`src/rtl/square_calculator.sv`:
```
// -----------------------------------------------------------------------------
// square_calculator
//
// Iterative unsigned squarer. The IN_WIDTH-bit root is multiplied by itself
// with a shift-add loop that consumes one multiplier bit per clock, so each
// operation takes exactly IN_WIDTH cycles in CALC and does not depend on the
// data. The 2*IN_WIDTH-bit result is meant to feed sqrt_calculator. error
// flags results with the MSB set, which sqrt_calculator treats as negative.
//
// Ports:
//   clk    in   1            system clock, all state on the rising edge
//   rst    in   1            synchronous active-high reset, wins over start
//   start  in   1            request, accepted only in IDLE or DONE
//   in     in   IN_WIDTH     unsigned root, captured on the accepting edge
//   out    out  2*IN_WIDTH   unsigned square in*in
//   error  out  1            out[MSB] of the last result
//   done   out  1            result valid, held until next accept or reset
//   busy   out  1            high while the shift-add loop runs (CALC)
// -----------------------------------------------------------------------------
module square_calculator #(
   parameter int IN_WIDTH = 8
) (
   input  logic                  clk,
   input  logic                  rst,
   input  logic                  start,
   input  logic [IN_WIDTH-1:0]   in,
   output logic [2*IN_WIDTH-1:0] out,
   output logic                  error,
   output logic                  done,
   output logic                  busy
);

   localparam int OUT_W = 2 * IN_WIDTH;
   localparam int CNT_W = (IN_WIDTH > 1) ? $clog2(IN_WIDTH) : 1;
   localparam logic [CNT_W-1:0] LAST_CNT = CNT_W'(IN_WIDTH - 1);

   typedef enum logic [1:0] {
      IDLE = 2'd0,
      CALC = 2'd1,
      DONE = 2'd2
   } state_t;

   state_t               state;
   state_t               state_next;
   logic                 accept;
   logic                 last_iter;
   logic [OUT_W-1:0]     acc;
   logic [OUT_W-1:0]     mcand;
   logic [OUT_W-1:0]     acc_sum;
   logic [IN_WIDTH-1:0]  mplier;
   logic [CNT_W-1:0]     cnt;

   // One shift-add step: add the shifted multiplicand when the current
   // multiplier bit is set. The sum wraps at OUT_W bits, which never loses
   // information because the square of an IN_WIDTH-bit value fits in OUT_W.
   function automatic logic [OUT_W-1:0] shift_add_step(
      input logic [OUT_W-1:0] acc_in,
      input logic [OUT_W-1:0] addend,
      input logic             take
   );
      logic [OUT_W-1:0] sum;
      sum = acc_in + addend;
      return take ? sum : acc_in;
   endfunction

   assign acc_sum = shift_add_step(acc, mcand, mplier[0]);

   // State register
   always_ff @(posedge clk) begin
      if (rst) begin
         state <= IDLE;
      end else begin
         state <= state_next;
      end
   end

   // Next state and status outputs. done and busy come straight from the
   // state so they can never disagree with it.
   always_comb begin
      state_next = state;
      accept     = 1'b0;
      last_iter  = 1'b0;
      busy       = 1'b0;
      done       = 1'b0;
      case (state)
         IDLE: begin
            if (start) begin
               accept     = 1'b1;
               state_next = CALC;
            end
         end
         CALC: begin
            busy = 1'b1;
            // cnt counts completed iterations; when it equals IN_WIDTH-1 the
            // step happening on this edge is the last one.
            if (cnt == LAST_CNT) begin
               last_iter  = 1'b1;
               state_next = DONE;
            end
         end
         DONE: begin
            done = 1'b1;
            if (start) begin
               accept     = 1'b1;
               state_next = CALC;
            end
         end
         default: begin
            state_next = IDLE;
         end
      endcase
   end

   // Datapath: operand capture, shift-add iteration and result landing.
   // out/error only change on the final iteration, so they hold the previous
   // result through a new operation.
   always_ff @(posedge clk) begin
      if (rst) begin
         acc    <= '0;
         mcand  <= '0;
         mplier <= '0;
         cnt    <= '0;
         out    <= '0;
         error  <= 1'b0;
      end else if (accept) begin
         acc    <= '0;
         mcand  <= {{IN_WIDTH{1'b0}}, in};
         mplier <= in;
         cnt    <= '0;
      end else if (state == CALC) begin
         acc    <= acc_sum;
         mcand  <= mcand << 1;
         mplier <= mplier >> 1;
         cnt    <= cnt + 1'b1;
         if (last_iter) begin
            out   <= acc_sum;
            error <= acc_sum[OUT_W-1];
         end
      end
   end

endmodule

```
`config.mk`:
```
export PLATFORM = sky130hd
export DESIGN_NAME = square_calculator
export DESIGN_NICKNAME = d
export VERILOG_FILES = /design/src/rtl/square_calculator.sv
export SDC_FILE = /design/constraint.sdc
export NUM_CORES = 1
export LEC_CHECK = 0
export BUFFER_PORTS_ARGS = -buffer_cell sky130_fd_sc_hd__buf_4
export CAP_MARGIN = 20
export CORE_MARGIN = 5
export CORE_UTILIZATION = 40
export CTS_BUF_LIST = sky130_fd_sc_hd__clkbuf_4 sky130_fd_sc_hd__clkbuf_8 sky130_fd_sc_hd__clkbuf_16
export DETAILED_ROUTE_END_ITERATION = 8
export PLACE_DENSITY = 0.61
export SLEW_MARGIN = 20
export SYNTH_ARGS = -nofsm -noshare
export SYNTH_HDL_FRONTEND = slang
export SYNTH_SLANG_ARGS = --single-unit
```
`constraint.sdc`:
```
create_clock -name clk -period 3.5 [get_ports clk]
set_input_delay 0.7 -clock clk [delete_from_list [all_inputs] [get_ports clk]]
set_output_delay 0.7 -clock clk [all_outputs]
set_load 0.01 [all_outputs]
```
==> flow_summary.ini, run 1 <==
[sta]
fmax_mhz = 352
holdWs_ns = 0.463
drv_slew = 0
skew_ns = 0.00612
worstMarginPinSlew_ns = 0.627
finalSetupViolCount = 0
fin_setup_tns_ns = 0
slew-limit-headroom = 0.582
hold_violations = 0
min_period_ns = 2.84
final.period_utilization = 0.811
rsz0062_at_grt = no

[finish]
drive_above_1_share = 0.126
nNetsFinal = 463
num-fill-cells = 782
n_antenna_cell = 0
syn2layout_area_growth_pct = 16.0
final_common_cell = nand2_1
final_cell_mix = nand2_1, dfxtp_1, a21oi_1
stdcell_area_sq_um = 3760

[worst_setup_path]
crit_family = buffers and inverters
path_class = register to primary output
required_ns = 2.80
cp_slowest_stage_delay_ns = 0.58
arrival_ns = 2.14
crit_buf_inv = 4
crit_fanout = 22
crit_path_cell_trace = nand2b_1, inv_1, buf_4, buf_4, buf_4
cp-end-kind = primary output
crit_path_frequent_cell = buf_4
cpMaxStageDelayCell = inv_1
start_kind = register

[floorplan]
die_w_um = 100
initial_core_util = 0.415
core.rowCount = 32
dieArea_sq_um = 10000
ios = 30
core_area_sq_um = 7810
dieHeight_um = 100

[detailed_routing]
drc = 0
wl_um = 7760
dr.pass1.iters = 5
post_drt_wl_per_cell_um = 14.4
ant_nets = 0
viasPerCell = 5.48
vias = 2959
drt-initial-drc-count = 132

[grt]
top_usage_layer = met2
grt_pass1_vias = 2588
grt-ovfl-total = 0
grt.met2_usage = 0.241
grt_pass1_wl_um = 12800
antenna_found_initial = 0
grt_max_degree = 38
grt_use_met3 = 0.0403
grtUsageTotal = 0.160
use_met1 = 0.222

[logic_synthesis]
synthArstFlopShare = 0
synth-edff-count = 0
syn_area_sq_um = 3240
synth_ff_type = dfxtp_1
ys_warn_count = 0
yosysSeqAreaShare = 0.377
postSynthCellCount = 414
synth_nets = 443
synth_cell_types = 52
avgSynthCellArea_sq_um = 7.83
synth_seq_cells = 61

[hold_path]
hold_path_class = register to register

[power]
total_power_mw = 1.60
power_frac_clock = 0.460
ir_drop_mv = 0.223
power_frac_comb = 0.086
power_density_nw_per_um2 = 425
intPower_mw = 1.22
p_leak_nw = 1.46
switchingPower_mw = 0.381
power.share.switching = 0.239
seqPwrFrac = 0.454

[clock_network]
cts_buffers = 9
cts_resized = 0
cts_root_buf = clkbuf_8
clk_latency_ns = 0.35
clk_pin_slew_worst_paths_ns = 0.06
h-tree-depth = 3
post_cts_buffers = 0
cts_tree = done
cts.path.max_buffers = 2
cts.sinks = 61
hold_buffers = 0

[place]
dp_hpwl_um = 5570
placement.cell_area_sq_um = 3530
gp_congestion = 0.839
numPortBuffers = 29

[outcome]
outcome = finished, final reports clean

[job]
cap_violations = 0
## final timing paths
check / startpoint / to / slack, ns / depth (start not counted)
worst max-delay path: state[1] / busy / 0.66 / 5
worst min-delay path: cnt[1] / cnt[1] / 0.46 / 2
worst max register to register: state[1] / mplier[4] / 1.01 / 7
worst min register to register: cnt[1] / cnt[1] / 0.46 / 2
## logic make-up (layout without fill, tap and decap cells)
family | count (synthesis) | after routing | synth area share
buffers and inverters | 35 | 59 | 0.0448
XOR/XNOR | 11 | 11 | 0.0297
flip-flops | 61 | 61 | 0.377
multiplexers | 9 | 9 | 0.0278
adder cells (fa/ha/maj) | 18 | 18 | 0.0718
AND/OR/NAND/NOR | 168 | 168 | 0.228
AO/OA/AOI/OAI | 112 | 112 | 0.222
## state kept, by name, indices dropped and copies added, names as in the netlist
register / count
acc: 16
cnt: 3
mcand: 16
mplier: 8
out: 16
state: 2
## area by class of cell
type | instances | area [sq um] | area share
multi-input combinational | 318 | 1880 | 0.499
sequential | 61 | 1220 | 0.325
timing repair buffer | 37 | 278 | 0.0739
clock buffer | 12 | 165 | 0.0439
tap | 102 | 128 | 0.0339
clock inverter | 3 | 67.6 | 0.0180
inverter | 7 | 26.3 | 0.00699
## cells in the mapped netlist, types with 8 or more instances
cell type,count,area [sq um]
a211oi_1,12,90.1
a21oi_1,39,195
a31oi_1,17,106
clkbuf_1,12,45.0
dfxtp_1,61,1220
ha_1,17,213
mux2i_1,9,90.1
nand2_1,85,319
nand3_1,11,55.1
nor2_1,33,124
nor3_1,9,45.0
o21ai_0,11,55.1
xnor2_1,8,70.1
## worst min-delay path: cells and delay by family (launching register included)
family	cells	cell delay, ns
flip-flops	1	0.31
AND/OR/NAND/NOR	1	0.05
AO/OA/AOI/OAI	1	0.05
## per-layer routing
layer,part of all wire,wire (um),up-vias
met3,0.057,439,13
met5,0,0,-
li1,-,-,1520
met2,0.43,3360,79
met1,0.50,3840,1347
met4,0.015,115,0
## power groups by stage
stage	sequential, mW	clock (mW)	combinational [mW]
2_1_floorplan	0.737	0	0.0975
3_3_place_gp	0.741	0	0.135
3_5_place_dp	0.742	0	0.137
4_1_cts	0.726	0.752	0.137
5_1_grt	0.728	0.781	0.153
6_report	0.726	0.736	0.138
## through the flow
stage                     setup slack, ns   util  cells
final                               0.660  0.482    540
after global routing                0.451  0.482    540
after CTS                           0.654  0.482    540
after detailed placement             1.03  0.452    525
after global placement               1.07  0.452    525
after floorplan                      1.43      -    414
No activity file was read; power rests on OpenSTA's default activity.
==> inputs of run 2 (changes only) <==
ABC_AREA = 1   (was unset)
PLACE_DENSITY = 0.63   (was 0.61)
clock period = 2.33 ns   (was 3.5 ns; I/O delays follow)
==> flow_summary.ini, run 2 <==
[logic_synthesis]
synth_ff_type = dfxtp_1
yosys.area.top_type_share = 0.355
synth.most_common_cell = nand2_1
synth_nets = 560
synth_top_cells_by_count = nand2_1, inv_1, dfxtp_1, a21oi_1, nand3_1
synth-edff-count = 0
postSynthCellCount = 531
synthArstFlopShare = 0
synth_seq_cells = 61
synth_area_leader_cell = dfxtp_1
synth_cell_types = 32
ys_warn_count = 0
yosysSeqAreaShare = 0.355
synthTopCellsByArea = dfxtp_1, nand2_1, inv_1, a21oi_1, ha_1
syn_area_sq_um = 3440
avgSynthCellArea_sq_um = 6.48

[finish]
final_cell_mix = nand2_1, inv_1, dfxtp_1
stdcell_count = 664
syn2layout_area_growth_pct = 14.9
drive_above_1_share = 0.104
top_regs = acc x16, mcand x16, out x16
final_common_cell = nand2_1
num-fill-cells = 868
nNetsFinal = 583
fin_util = 0.476
n_antenna_cell = 0

[sta]
worstMarginPinSlew_ns = 0.515
fmax_mhz = 494
hold_violations = 0
min_period_ns = 2.02
final.period_utilization = 0.868
holdWs_ns = 0.395
drv_slew = 0
rsz0062_at_grt = no
slew-limit-headroom = 0.657
skew_ns = 0.00529
fin_setup_tns_ns = 0
finalSetupViolCount = 0

[detailed_routing]
post_drt_wl_per_cell_um = 12.2
ant_nets = 0
vias = 3179
dr.pass1.iters = 4
viasPerCell = 4.79
drc = 0
wl_um = 8100
drt-initial-drc-count = 88

[clock_network]
cts_resized = 0
hold_buffers = 0
post_cts_buffers = 0
h-tree-depth = 3
clk_pin_slew_worst_paths_ns = 0.07
cts_tree = done
cts_buffers = 9
cts.path.max_buffers = 2
cts.sinks = 61
cts_root_buf = clkbuf_8
clk_latency_ns = 0.34

[power]
seqPwrFrac = 0.446
intPower_mw = 1.84
power.share.switching = 0.264
p_leak_nw = 1.96
power_frac_comb = 0.110
power_frac_clock = 0.444
total_power_mw = 2.50
switchingPower_mw = 0.658
ir_drop_mv = 0.230
power_density_nw_per_um2 = 631

[worst_setup_path]
crit_path_frequent_cell = buf_4
path_class = register to primary output
crit_family = buffers and inverters
arrival_ns = 1.56
required_ns = 1.86
crit_buf_inv = 3
cp_slowest_stage_delay_ns = 0.45
crit_fanout = 50
cp-end-kind = primary output
crit_path_cell_trace = inv_2, nor2_4, buf_4, buf_4
start_kind = register
cpMaxStageDelayCell = buf_4

[floorplan]
core.rowCount = 33
die_w_um = 103
dieArea_sq_um = 10600
dieHeight_um = 103
core_area_sq_um = 8300
ios = 30
initial_core_util = 0.414

[place]
gp_congestion = 0.915
dp_hpwl_um = 5610
numPortBuffers = 29
dp_cells = 648

[hold_path]
hold_path_class = primary input to register

[grt]
grt_max_degree = 51
grt_pass1_wl_um = 13900
grt_pass1_vias = 3035
grtUsageTotal = 0.167
antenna_found_initial = 0
grt-ovfl-total = 0

[job]
cap_violations = 0

[outcome]
outcome = finished, final reports clean
run 2: cell types whose count changed in the layout (fill, tap and decap cells not counted), moves of 5 or more:
cell | previous run | this run
mux2i_1 | 9 | 0
or3_1 | 5 | 0
nand3_1 | 11 | 34
nor3_1 | 9 | 3
xnor2_1 | 8 | 1
a21oi_1 | 39 | 47
nand2_1 | 85 | 170
inv_1 | 7 | 88
a211oi_1 | 12 | 1
run 2: kinds of logic after synthesis:
group,share of synthesized area
AOI/OAI and AO/OA,0.137
xor gates and xnor gates,0.00255
DFF,0.355
buffers and inverters,0.130
adders and majority gates,0.0677
and+or+nand+nor,0.308
run 2: path summary, 6_finish.rpt:
check	to	slack [ns]	from	cells past startpoint
max	busy	0.31	state[0]	4
min	state[1]	0.39	start	4
max reg2reg	acc[6]	0.43	acc[0]	11
min reg2reg	mplier[7]	0.46	mplier[7]	2
run 2: metrics by stage:
step	cell area, sq um	worst slack, ns
after global placement	3720	0.484
after floorplan	3440	0.601
after global routing	3950	0.207
final	3950	0.307
after detailed placement	3720	0.477
after CTS	3950	0.288
run 2: final cells by class:
class / count / area [sq um] / share of cell area
Clock inverter: 5 / 82.6 / 0.0209
Timing Repair Buffer: 33 / 248 / 0.0627
Multi-Input combinational cell: 357 / 1770 / 0.449
Sequential cell: 61 / 1220 / 0.309
Clock buffer: 11 / 151 / 0.0383
Tap cell: 105 / 131 / 0.0332
Inverter: 92 / 345 / 0.0874
run 2: layer usage:
metal	GRT usage	vias to the layer above	routed length, um
met4	0.0637	0	107
met5	0	-	0
li1	-	1709	-
met3	0.0386	8	315
met2	0.276	58	3640
met1	0.213	1404	4040
run 2: worst reg2reg max path, stage by stage (launching register included):
cell	delay, ns
dfxtp_1	0.33
ha_1	0.22
fa_1	0.39
nand2_1	0.10
nand2_1	0.08
nand3b_1	0.08
nand2_1	0.10
or2_0	0.21
nand3_1	0.09
o211ai_1	0.09
nand2_1	0.09
inv_1	0.04
run 2: power by group through the flow:
stage                     registers [mW]  clock network [mW]  logic [mW]
after CTS                           1.11                1.13       0.276
after detailed placement            1.14                   0       0.275
after floorplan                     1.13                   0       0.210
final                               1.11                1.11       0.275
after global routing                1.12                1.18       0.313
after global placement              1.13                   0       0.269
